<file path="src/rtl/ula_controle.sv">
// Sequencer for a 4-bit ALU: captures operands A and B from a strobed bus, runs one
// execute cycle, then holds the registered result until the consumer acknowledges it.
module ula_controle #(
    parameter int CONT_W = 8
) (
    input  logic              clk,
    input  logic              reset,
    input  logic [3:0]        dado,
    input  logic [2:0]        op,
    input  logic              dado_valido,
    input  logic              ack,
    output logic [3:0]        A,
    output logic [3:0]        B,
    output logic [2:0]        seletor,
    input  logic [3:0]        resultado_in,
    input  logic              carry_in,
    output logic [3:0]        resultado,
    output logic              carry,
    output logic              zero,
    output logic              saida_valida,
    output logic              ocupado,
    output logic [CONT_W-1:0] contador
);

    typedef enum logic [1:0] {
        ESPERA_A = 2'd0,
        ESPERA_B = 2'd1,
        EXECUTA  = 2'd2,
        PRONTO   = 2'd3
    } estado_t;

    estado_t           estado_q, estado_d;
    logic [3:0]        a_q, a_d;
    logic [3:0]        b_q, b_d;
    logic [2:0]        sel_q, sel_d;
    logic [3:0]        res_q, res_d;
    logic              carry_q, carry_d;
    logic              zero_q, zero_d;
    logic              valid_q, valid_d;
    logic              ocupado_q, ocupado_d;
    logic [CONT_W-1:0] cont_q, cont_d;

    // Next-state and datapath update logic
    always_comb begin
        estado_d  = estado_q;
        a_d       = a_q;
        b_d       = b_q;
        sel_d     = sel_q;
        res_d     = res_q;
        carry_d   = carry_q;
        zero_d    = zero_q;
        valid_d   = valid_q;
        cont_d    = cont_q;
        case (estado_q)
            ESPERA_A: begin
                if (dado_valido) begin
                    a_d      = dado;
                    estado_d = ESPERA_B;
                end else begin
                    estado_d = ESPERA_A;
                end
            end
            ESPERA_B: begin
                if (dado_valido) begin
                    b_d      = dado;
                    sel_d    = op;
                    estado_d = EXECUTA;
                end else begin
                    estado_d = ESPERA_B;
                end
            end
            EXECUTA: begin
                res_d    = resultado_in;
                carry_d  = carry_in;
                zero_d   = (resultado_in == 4'b0000);
                cont_d   = cont_q + CONT_W'(1);
                valid_d  = 1'b1;
                estado_d = PRONTO;
            end
            PRONTO: begin
                // dado_valido is deliberately ignored here, even together with ack
                if (ack) begin
                    valid_d  = 1'b0;
                    estado_d = ESPERA_A;
                end else begin
                    estado_d = PRONTO;
                end
            end
            default: begin
                estado_d = ESPERA_A;
            end
        endcase
        ocupado_d = (estado_d == EXECUTA) || (estado_d == PRONTO);
    end

    // State and output registers with synchronous reset
    always_ff @(posedge clk) begin
        if (reset) begin
            estado_q  <= ESPERA_A;
            a_q       <= 4'h0;
            b_q       <= 4'h0;
            sel_q     <= 3'b000;
            res_q     <= 4'h0;
            carry_q   <= 1'b0;
            zero_q    <= 1'b1;
            valid_q   <= 1'b0;
            ocupado_q <= 1'b0;
            cont_q    <= '0;
        end else begin
            estado_q  <= estado_d;
            a_q       <= a_d;
            b_q       <= b_d;
            sel_q     <= sel_d;
            res_q     <= res_d;
            carry_q   <= carry_d;
            zero_q    <= zero_d;
            valid_q   <= valid_d;
            ocupado_q <= ocupado_d;
            cont_q    <= cont_d;
        end
    end

    assign A            = a_q;
    assign B            = b_q;
    assign seletor      = sel_q;
    assign resultado    = res_q;
    assign carry        = carry_q;
    assign zero         = zero_q;
    assign saida_valida = valid_q;
    assign ocupado      = ocupado_q;
    assign contador     = cont_q;

endmodule

</file>
<file path="config.mk">
export PLATFORM = sky130hd
export DESIGN_NAME = ula_controle
export DESIGN_NICKNAME = d
export VERILOG_FILES = /design/src/rtl/ula_controle.sv
export SDC_FILE = /design/constraint.sdc
export NUM_CORES = 1
export LEC_CHECK = 0
export BUFFER_PORTS_ARGS = -buffer_cell sky130_fd_sc_hd__buf_2
export CORE_UTILIZATION = 49
export CTS_BUF_LIST = sky130_fd_sc_hd__clkbuf_8
export DETAILED_ROUTE_END_ITERATION = 6
export MAX_ROUTING_LAYER = met4
export PLACE_DENSITY_LB_ADDON = 0.25
export SLEW_MARGIN = 20
export SYNTH_ARGS = -nofsm -noshare
export SYNTH_HDL_FRONTEND = slang
export SYNTH_SLANG_ARGS = --single-unit
</file>
<file path="constraint.sdc">
create_clock -name clk -period 1.5 [get_ports clk]
set_input_delay 0.15 -clock clk [delete_from_list [all_inputs] [get_ports clk]]
set_output_delay 0.15 -clock clk [all_outputs]
set_load 0.1 [all_outputs]
</file>
[Word level (Yosys, flattened, before mapping)]
Index checks and enable logic that the tools add are counted.
Word-level totals
  flip-flop bits (word level): 29
  logic and storage cells: 30
  output and inout bits: 27
Operators by class
  multiplexer cells: 6
  equality and inequality tests: 6
  reductions and logical operators: 7
  add/sub/neg operators: 1
Operators with widths (number)
  8-bit by 1-bit adder with 8-bit output (second input constant): 1
  2-bit == test (second input constant): 4
  2-bit one-hot mux with 4 select lines: 1
  2-bit AND reduction: 3
  4-bit zero test: 1
  2-bit 2-to-1 mux: 2
  2-bit by 1-bit == test with 1-bit output (second input constant): 1
  2-bit zero test: 1
  1-bit 2-to-1 mux: 2
  2-bit != test (second input constant): 1
  1-bit one-hot mux with 2 select lines: 1
  2-bit nonzero test: 1
  1-bit logical OR: 1

[Depth between registers and ports, before layout]
Gate-level depths: netlist of the first run.
  word-level depth: 4
  gate-level depth with buffers: 5

[Worst setup path before layout of the first run]
Ideal clock, no wire load.
  kind: reg-to-reg
  start: register estado_q[1]
  end: register cont_q[4] (netlist: contador[4])
  library setup time: 0.121 ns
  arrival time: 1.960 ns
  period minus slack after synthesis: 2.080 ns
  slack: -0.580 ns
  cell stages (with the launch flop): 6
  cell sequence: dfxtp_1 -> buf_2 -> nor2b_1 -> buf_4 -> nand4_1 -> mux2_2
On the way
  longest elaborated chain between the ends: 1
Ends and longest elaborated chain
  start: declaration: line 32  | estado_t estado_q, estado_d;
  start signal: assignment: line 110  | estado_q <= estado_d;
  2-bit == test: line 54  | case (estado_q)
  end signal: assignment: line 119  | cont_q <= cont_d;
  end: declaration: line 41  | logic [CONT_W-1:0] cont_q, cont_d;
Every way passes these cells.
A chain may end at the register's enable or synchronous reset.

[Final worst setup path of the first run]
  start: register estado_q[0]
  end: register cont_q[7] (netlist: contador[7])
The elaborated chain is that of the path after synthesis.

==> impl_metrics.csv, run 1 <==
group,metric,value,unit
critical_path,cpPeakStageDelay,0.53,ns
floorplanning,dieArea,2470,um2
global_route,busiest_layer,"met2",
clock_tree,worstSkewPairLatency,0.27,ns
clock_tree,clock-sinks,28,
timing,relSlewSlack,67.0,%
clock_tree,ctsResizeCount,0,
flow_run,cap_violations,0,
timing,fin_crit_sh,91.5,%
global_route,antenna_found_initial,0,
timing,fin_crit,1.37,ns
clock_tree,cts_tree,"done",
critical_path,critPathArrivalTime,1.58,ns
cells_and_area,area_growth_syn_to_layout,26.9,%
clock_tree,clk_pin_slew,0.09,ns
timing,drv_slew,0,
route,num_vias,973,
floorplanning,initial_core_util,54.5,%
timing,skew,0.00516,ns
critical_path,critPathSlowestCell,"or4_1",
placement,dp_hpwl,1670,um
cells_and_area,final_common_cell,"buf_2",
timing,setup_viol,0,
outcome,status,"complete, no violations",
global_route,grt_pass1_wl,3840,um
timing,hold_viol,0,
pwr,p_per_area,1320,nW/um2
pwr,power.leakage,0.667,nW
placement,place.gp.congestion,0.687,
synthesis,netlist_instances,120,
global_route,met3_usage,2.78,%
global_route,grt.overflow.total,0,
timing,setup_ws,0.128,ns
critical_path,crit_required,1.71,ns
route,wl,2240,um
route,antenna_left,0,
clock_tree,cts_buffers,3,
placement,placed_area,1340,um2
synthesis,ys_seq_elements,28,
cells_and_area,fin_area,1410,um2
synthesis,netlist_area,1110,um2
synthesis,syn_area_per_cell,9.28,um2
critical_path,worst-setup-path-type,"flip-flop to flip-flop",
synthesis,synth-seq-area-share,50.3,%
route,wl_per_cell,12.1,um
global_route,grtUsageMet2,34.9,%
critical_path,cp-end-kind,"flip-flop",
route,vias_per_cell,5.23,
timing,setup-tns-final,0,ns
clock_tree,cts.hold.buffers_added,0,
global_route,grt_max_degree,30,
route,drtPass1Iterations,4,
global_route,grt.total_usage,21.0,%
cells_and_area,final_cell_mix,"buf_2 (42), dfxtp_1 (20), nor2_1 (16), nand2_1 (16), a21oi_1 (13)",
critical_path,cp_cell_sequence,"nand2b_4 > or4_1 > a21oi_1",
global_route,globalRouteMet1Util,25.4,%
floorplanning,dieWidth,49.7,um
synthesis,ys_types,28,
hold_path,holdCritPathClass,"input port to flip-flop",
critical_path,crit_family,"simple AND/OR/NAND/NOR gates",
critical_path,start_kind,"flip-flop",
placement,place_ws,0.160,ns
floorplanning,num_rows,16,
critical_path,crit_buf_inv,0,
pwr,power,1.86,mW
clock_tree,cts_buffer_depth,2,
cells_and_area,n_antenna_cell,0,
floorplanning,core,2040,um2
global_route,grt_pass1_vias,882,
synthesis,yosys_warnings,0,
cells_and_area,final_nets,177,
route,route.detailed.drc,0,
cells_and_area,drive_gt1_share,36.5,%
timing,fmax,729,MHz
floorplanning,ios,43,
timing,rsz0062_at_grt,"false",
clock_tree,post_cts_buffers,0,
clock_tree,cts_max_level,1,
critical_path,worstPathMaxFanout,14,
synthesis,synth_nets,137,
placement,io_buffers,42,
pwr,vdd_ir_drop_max,1.03,mV
timing,tightest_slew,0.493,ns
floorplanning,die_h,49.7,um
clock_tree,root_buffer,"clkbuf_8",
route,drt-initial-drc-count,13,
cells_and_area,n_fill_cell,174,
state kept, by name (all words and copies together) (netlist names):
signal and flops:
resultado 4, contador 8, seletor 3, estado_q 2, A 4, carry 1
zero 1, B 4, saida_valida 1
where the power goes:
group,internal [mW],switching (mW)
Sequential,0.781,0.0346
Combinational,0.101,0.360
Clock,0.357,0.228
Total,1.24,0.622
synth_stat cells, drive strengths merged:
cell,instances,area share [%]
dfxtp,28,50
mux2,1,1.0
nand3,2,0.90
o21ai,2,0.90
xor2,1,0.79
clkbuf,3,1.0
buf,5,2.9
nor2b,2,1.1
inv,1,0.34
nand2,16,5.4
nor2,16,5.4
ha,1,1.1
mux2i,11,9.9
a211o,1,0.79
nand4b,1,0.79
nand4,2,1.1
or3,2,1.1
nand3b,2,1.3
xnor2,2,1.6
or4,3,2.0
nor3b,1,1.1
nand2b,2,1.8
a21oi,13,5.8
o31ai,2,1.3
worst min-delay path: cells and delay by family:
family | cells | cell delay (ns)
simple gates | 1 | 0.07
buf+inv | 1 | 0.07
mux | 1 | 0.05
area by class of cell:
cell class                      count  area (um2)  area share [%]
Multi-Input combinational cell     83         505            35.8
Sequential cell                    28         581            41.1
Tap cell                           27        33.8            2.39
Clock buffer                        3        41.3            2.92
Timing Repair Buffer               43         218            15.4
Inverter                            1        3.75           0.266
Clock inverter                      1        30.0            2.13
cell families after synthesis:
logic type | synth area share, %
multiplexers | 10.9
AND/OR/NAND/NOR | 22.1
buffers and inverters | 4.27
AO/OA/AOI/OAI | 8.88
flip-flops | 50.3
adder cells (fa/ha/maj) | 1.12
XOR/XNOR | 2.36
worst paths after layout:
check                            startpoint                        end  slack (ns)  depth (start not counted)
setup / recovery     estado_q[0]$_SDFF_PP0_   contador[7]$_SDFFE_PP0P_        0.13                          3
hold reg to reg   resultado[3]$_SDFFE_PP0P_  resultado[3]$_SDFFE_PP0P_        0.46                          2
setup reg to reg     estado_q[0]$_SDFF_PP0_   contador[7]$_SDFFE_PP0P_        0.13                          3
hold / removal                        op[0]    seletor[0]$_SDFFE_PP0P_        0.10                          3
stage by stage:
stage | instances | utilization, % | hold WS [ns]
3_3_place_gp | 182 | 65.7 | 0.381
4_1_cts | 186 | 69.2 | 0.0942
6_report | 186 | 69.2 | 0.100
3_5_place_dp | 182 | 65.7 | 0.389
2_1_floorplan | 120 | - | 0.286
5_1_grt | 186 | 69.2 | 0.104
per-layer routing:
| metal | wire length, um | part of all wire [%] | vias to the layer above |
|---|---|---|---|
| li1 | - | - | 487 |
| met1 | 993 | 44 | 451 |
| met2 | 1110 | 50 | 30 |
| met3 | 101 | 4.5 | 5 |
| met4 | 38 | 1.7 | 0 |
| met5 | 0 | 0 | - |
No activity file was read; power rests on OpenSTA's default activity.
==> inputs of run 2 (changes only) <==
CORE_UTILIZATION = 47   (was 49)
CTS_BUF_LIST = sky130_fd_sc_hd__clkbuf_4 sky130_fd_sc_hd__clkbuf_8 sky130_fd_sc_hd__clkbuf_16   (was sky130_fd_sc_hd__clkbuf_8)
GPL_TIMING_DRIVEN = 0   (was not set)
==> run 2 against run 1 <==
Compared with the run above: count of clock-buffer cells in the layout up 1; clock power down 44%; sequential power down 2%; register-to-register slack better by 0.04 ns; first-iteration DRC count down 15%; maximum frequency up 2.7%; critical path depth up 1; die area up 4.1%; critical endpoint is now A[0]$_SDFFE_PP0P_; highest routed layer unchanged.
==> impl_metrics.csv, run 2 (synthesized netlist as in run 1, its figures left out) <==
group,metric,value,unit
outcome,status,"complete, no violations",
global_route,grt_pass1_vias,904,
hold_path,holdCritPathClass,"input port to flip-flop",
clock_tree,cts_buffer_depth,2,
floorplanning,dieArea,2570,um2
clock_tree,root_buffer,"clkbuf_4",
global_route,grt.total_usage,20.7,%
cells_and_area,largest_reg_flops,8,
placement,dp_hpwl,1750,um
floorplanning,dieWidth,50.7,um
floorplanning,num_rows,17,
timing,hold_viol,0,
global_route,grt_pass1_wl,3860,um
timing,whs,0.0506,ns
pwr,vdd_ir_drop_max,0.764,mV
route,drt-initial-drc-count,11,
cells_and_area,n_fill_cell,209,
clock_tree,worstSkewPairLatency,0.32,ns
timing,fmax,749,MHz
timing,fin_crit_sh,89.1,%
route,antenna_left,0,
pwr,power.leakage,0.669,nW
timing,setup-tns-final,0,ns
cells_and_area,fin_util,64.0,%
clock_tree,ctsResizeCount,0,
clock_tree,clock-sinks,28,
timing,drv_slew,0,
floorplanning,ios,43,
placement,io_buffers,42,
route,num_vias,985,
timing,relSlewSlack,67.3,%
global_route,grt.overflow.total,0,
critical_path,worstPathMaxFanout,9,
critical_path,start_kind,"flip-flop",
timing,tightest_slew,0.493,ns
clock_tree,cts_buffers,3,
route,wl_per_cell,11.6,um
cells_and_area,final_cell_mix,"buf_2 (43), dfxtp_1 (20), nor2_1 (16), nand2_1 (16), a21oi_1 (13)",
floorplanning,core,2210,um2
global_route,antenna_found_initial,0,
route,wl,2260,um
flow_run,cap_violations,0,
clock_tree,cts.hold.buffers_added,0,
clock_tree,post_cts_buffers,0,
critical_path,critPathArrivalTime,1.54,ns
cells_and_area,final_common_cell,"buf_2",
timing,skew,0.00893,ns
clock_tree,clk_pin_slew,0.14,ns
critical_path,crit_required,1.70,ns
floorplanning,die_h,50.7,um
route,drtPass1Iterations,3,
clock_tree,cts_max_level,1,
critical_path,reg2reg_depth,4,
timing,rsz0062_at_grt,"false",
hold_path,min_path_cells,3,
cells_and_area,final_nets,184,
route,route.detailed.drc,0,
pwr,p_per_area,1150,nW/um2
cells_and_area,area_growth_syn_to_layout,27.1,%
cells_and_area,drive_gt1_share,36.7,%
route,vias_per_cell,5.08,
floorplanning,initial_core_util,50.3,%
critical_path,worst-setup-path-type,"flip-flop to flip-flop",
placement,place.gp.congestion,0.788,
timing,setup_viol,0,
timing,fin_crit,1.34,ns
critical_path,cp-end-kind,"flip-flop",
global_route,grt_max_degree,16,
clock_tree,cts_tree,"done",
cells_and_area,n_antenna_cell,0,
-- run 2: cell count changes in the layout (fill, tap and decap cells not counted) --
cell	before	now
buf_6	0	2
bufinv_16	1	0
buf_1	0	1
buf_2	42	43
clkbuf_1	0	3
clkbuf_4	0	4
clkbuf_8	3	0
-- run 2: layout make-up --
class / instances / area, um2 / share of cell area, %
clock buffers: 4 / 30.0 / 2.12
repair buffers: 42 / 210 / 14.9
plain buffers: 8 / 50.0 / 3.54
well taps: 28 / 35.0 / 2.48
inverters: 1 / 3.75 / 0.265
multi-input cells: 83 / 505 / 35.7
flip-flops and latches: 28 / 581 / 41.0
-- run 2: metal layers --
metal | track usage, % | part of all wire (%)
met5 | - | 0
met4 | 8.33 | 1.6
met1 | 24.1 | 47
met2 | 35.1 | 47
met3 | 3.64 | 4.2
-- run 2: worst paths after layout --
kind	startpoint	endpoint	slack, ns
setup / recovery	estado_q[1]$_SDFF_PP0_	A[0]$_SDFFE_PP0P_	0.16
setup reg to reg	estado_q[1]$_SDFF_PP0_	A[0]$_SDFFE_PP0P_	0.16
hold reg to reg	resultado[0]$_SDFFE_PP0P_	resultado[0]$_SDFFE_PP0P_	0.46
hold / removal	carry_in	carry$_SDFFE_PP0P_	0.05
-- run 2: critical path, stage by stage (launching register included) --
cell and delay [ns]:
dfxtp_4 0.36, buf_6 0.13, nor3b_2 0.41, mux2i_1 0.26, nor2_1 0.06
-- run 2: per-stage QoR --
stage | total power [mW] | setup WS, ns | area [um2] | cells
after floorplan | 1.23 | 0.0228 | 1140 | 120
after CTS | 1.64 | 0.147 | 1420 | 194
after global placement | 1.31 | 0.212 | 1390 | 190
after global routing | 1.70 | 0.0692 | 1420 | 194
final | 1.62 | 0.164 | 1420 | 194
after detailed placement | 1.32 | 0.171 | 1390 | 190
-- run 2: power breakdown --
group          switching [mW]  internal, mW
logic                   0.378         0.117
clock network           0.204         0.122
registers              0.0213         0.782
==> inputs of run 3 (changes only) <==
RECOVER_POWER = 50   (was not set)
==> run 3 against run 2 <==
Compared with the run above: via count is 0.30% lower; wire length is 0.13% lower; largest power group unchanged; register-to-register slack better by 0.02 ns; worst hold slack worse by 0.0021 ns; die area stayed put; clock power hardly changed; clock skew is 0.0013 ns higher; sequential power hardly changed.
==> impl_metrics.csv, run 3 (synthesized netlist as in run 1, its figures left out) <==
group,metric,value,unit
outcome,status,"complete, no violations",
route,vias_per_cell,5.06,
pwr,p_seq_share,49.5,%
critical_path,cpPeakStageDelay,0.46,ns
cells_and_area,stdcell_count,194,
critical_path,worstPathMaxFanout,4,
timing,rsz0062_at_grt,"false",
timing,fin_crit,1.36,ns
pwr,internal_power,1.02,mW
cells_and_area,drive_gt1_share,35.5,%
critical_path,reg2reg_depth,4,
placement,place_ws,0.171,ns
route,num_vias,982,
critical_path,critPathSlowestCell,"buf_2",
pwr,p_comb_share,30.3,%
clock_tree,post_cts_buffers,0,
route,drt-initial-drc-count,11,
pwr,switching_share,37.3,%
clock_tree,cts.hold.buffers_added,0,
global_route,busiest_layer,"met2",
floorplanning,dieArea,2570,um2
timing,skew,0.0102,ns
global_route,antenna_found_initial,0,
cells_and_area,final_cell_mix,"buf_2 (26), dfxtp_1 (22), clkbuf_2 (17)",
global_route,grt_pass1_vias,904,
global_route,grt.total_usage,20.7,%
critical_path,crit_buf_inv,1,
timing,drv_slew,0,
clock_tree,worstSkewPairLatency,0.32,ns
cells_and_area,n_fill_cell,213,
cells_and_area,final_common_cell,"buf_2",
timing,setup_viol,0,
critical_path,crit_required,1.35,ns
timing,fmax,737,MHz
cells_and_area,area_growth_syn_to_layout,26.4,%
clock_tree,root_buffer,"clkbuf_4",
clock_tree,clock-sinks,28,
critical_path,worst-setup-path-type,"flip-flop to output port",
cells_and_area,largest_reg_flops,8,
timing,setup-tns-final,0,ns
cells_and_area,fin_util,63.6,%
flow_run,cap_violations,0,
timing,relSlewSlack,63.5,%
floorplanning,initial_core_util,50.3,%
placement,dp_hpwl,1750,um
route,antenna_left,0,
clock_tree,ctsResizeCount,0,
critical_path,cp-end-kind,"output port",
timing,fin_crit_sh,90.5,%
pwr,vdd_ir_drop_max,0.765,mV
route,wl,2250,um
route,drtPass1Iterations,4,
clock_tree,clk_pin_slew,0.14,ns
placement,place.gp.congestion,0.788,
timing,hold_viol,0,
pwr,power.leakage,0.656,nW
pwr,p_switching,0.606,mW
global_route,grt_max_degree,16,
route,route.detailed.drc,0,
timing,tightest_slew,0.550,ns
route,wl_per_cell,11.6,um
placement,placed_area,1390,um2
floorplanning,dieWidth,50.7,um
placement,dpl.cell_count,190,
global_route,grt.overflow.total,0,
hold_path,holdCritPathClass,"input port to flip-flop",
critical_path,rr_startpoint,"estado_q[1]$_SDFF_PP0_",
floorplanning,die_h,50.7,um
pwr,p_per_area,1150,nW/um2
placement,io_buffers,42,
hold_path,min_path_cells,3,
critical_path,critPathArrivalTime,1.21,ns
global_route,grtUsageMet2,35.1,%
critical_path,startpoint,"contador[0]$_SDFFE_PP0P_",
cells_and_area,n_antenna_cell,0,
floorplanning,ios,43,
cells_and_area,fin_area,1410,um2
clock_tree,cts_max_level,1,
clock_tree,cts_tree,"done",
clock_tree,cts_buffers,3,
global_route,met3_usage,3.64,%
critical_path,cp_cell_sequence,"buf_2",
hold_path,hp-start,"carry_in",
critical_path,start_kind,"flip-flop",
critical_path,crit_family,"buffers and inverters",
floorplanning,core,2210,um2
critical_path,cp_num_cells,1,
clock_tree,cts_buffer_depth,2,
pwr,p_clk_share,20.2,%
timing,setup_ws,0.143,ns
cells_and_area,final_nets,184,
global_route,globalRouteMet1Util,24.1,%
global_route,grt_pass1_wl,3860,um
floorplanning,num_rows,17,
-- run 3: metal layers --
metal	routed length, um	vias to the layer above	share of wire [%]
met2	1070	23	47
met1	1050	455	47
met5	0	-	0
li1	-	500	-
met4	36	0	1.6
met3	91	4	4.0
-- run 3: final cells by class --
cell class	count	area [um2]	area share (%)
timing repair buffer	42	210	14.9
sequential	28	573	40.7
inverter	1	3.75	0.267
clock buffer	4	30.0	2.13
tap	28	35.0	2.49
buffer	8	50.0	3.56
multi-input combinational	83	505	35.9
-- run 3: power by group through the flow --
stage / Clock [mW] / Combinational (mW) / Sequential (mW)
floorplan: 0 / 0.144 / 1.08
global placement: 0 / 0.488 / 0.817
detailed placement: 0 / 0.497 / 0.819
CTS: 0.341 / 0.498 / 0.803
global route: 0.371 / 0.522 / 0.809
finish: 0.328 / 0.493 / 0.804
-- run 3: path summary, 6_finish.rpt --
kind,to,slack (ns)
worst max-delay path,contador[0],0.14
worst min-delay path,carry$_SDFFE_PP0P_,0.05
worst max register to register,A[0]$_SDFFE_PP0P_,0.18
worst min register to register,resultado[0]$_SDFFE_PP0P_,0.47
-- run 3: worst reg2reg max path, delay by kind of cell, from the launching register on --
family / cells / cell delay [ns]
simple gates: 2 / 0.47
flops: 1 / 0.34
mux: 1 / 0.26
buf+inv: 1 / 0.14
-- run 3: metrics by stage --
stage	hold slack, ns	power [mW]
floorplan	0.286	1.23
CTS	0.0427	1.64
finish	0.0485	1.63
detailed placement	0.389	1.32
global route	0.0426	1.70
global placement	0.379	1.31
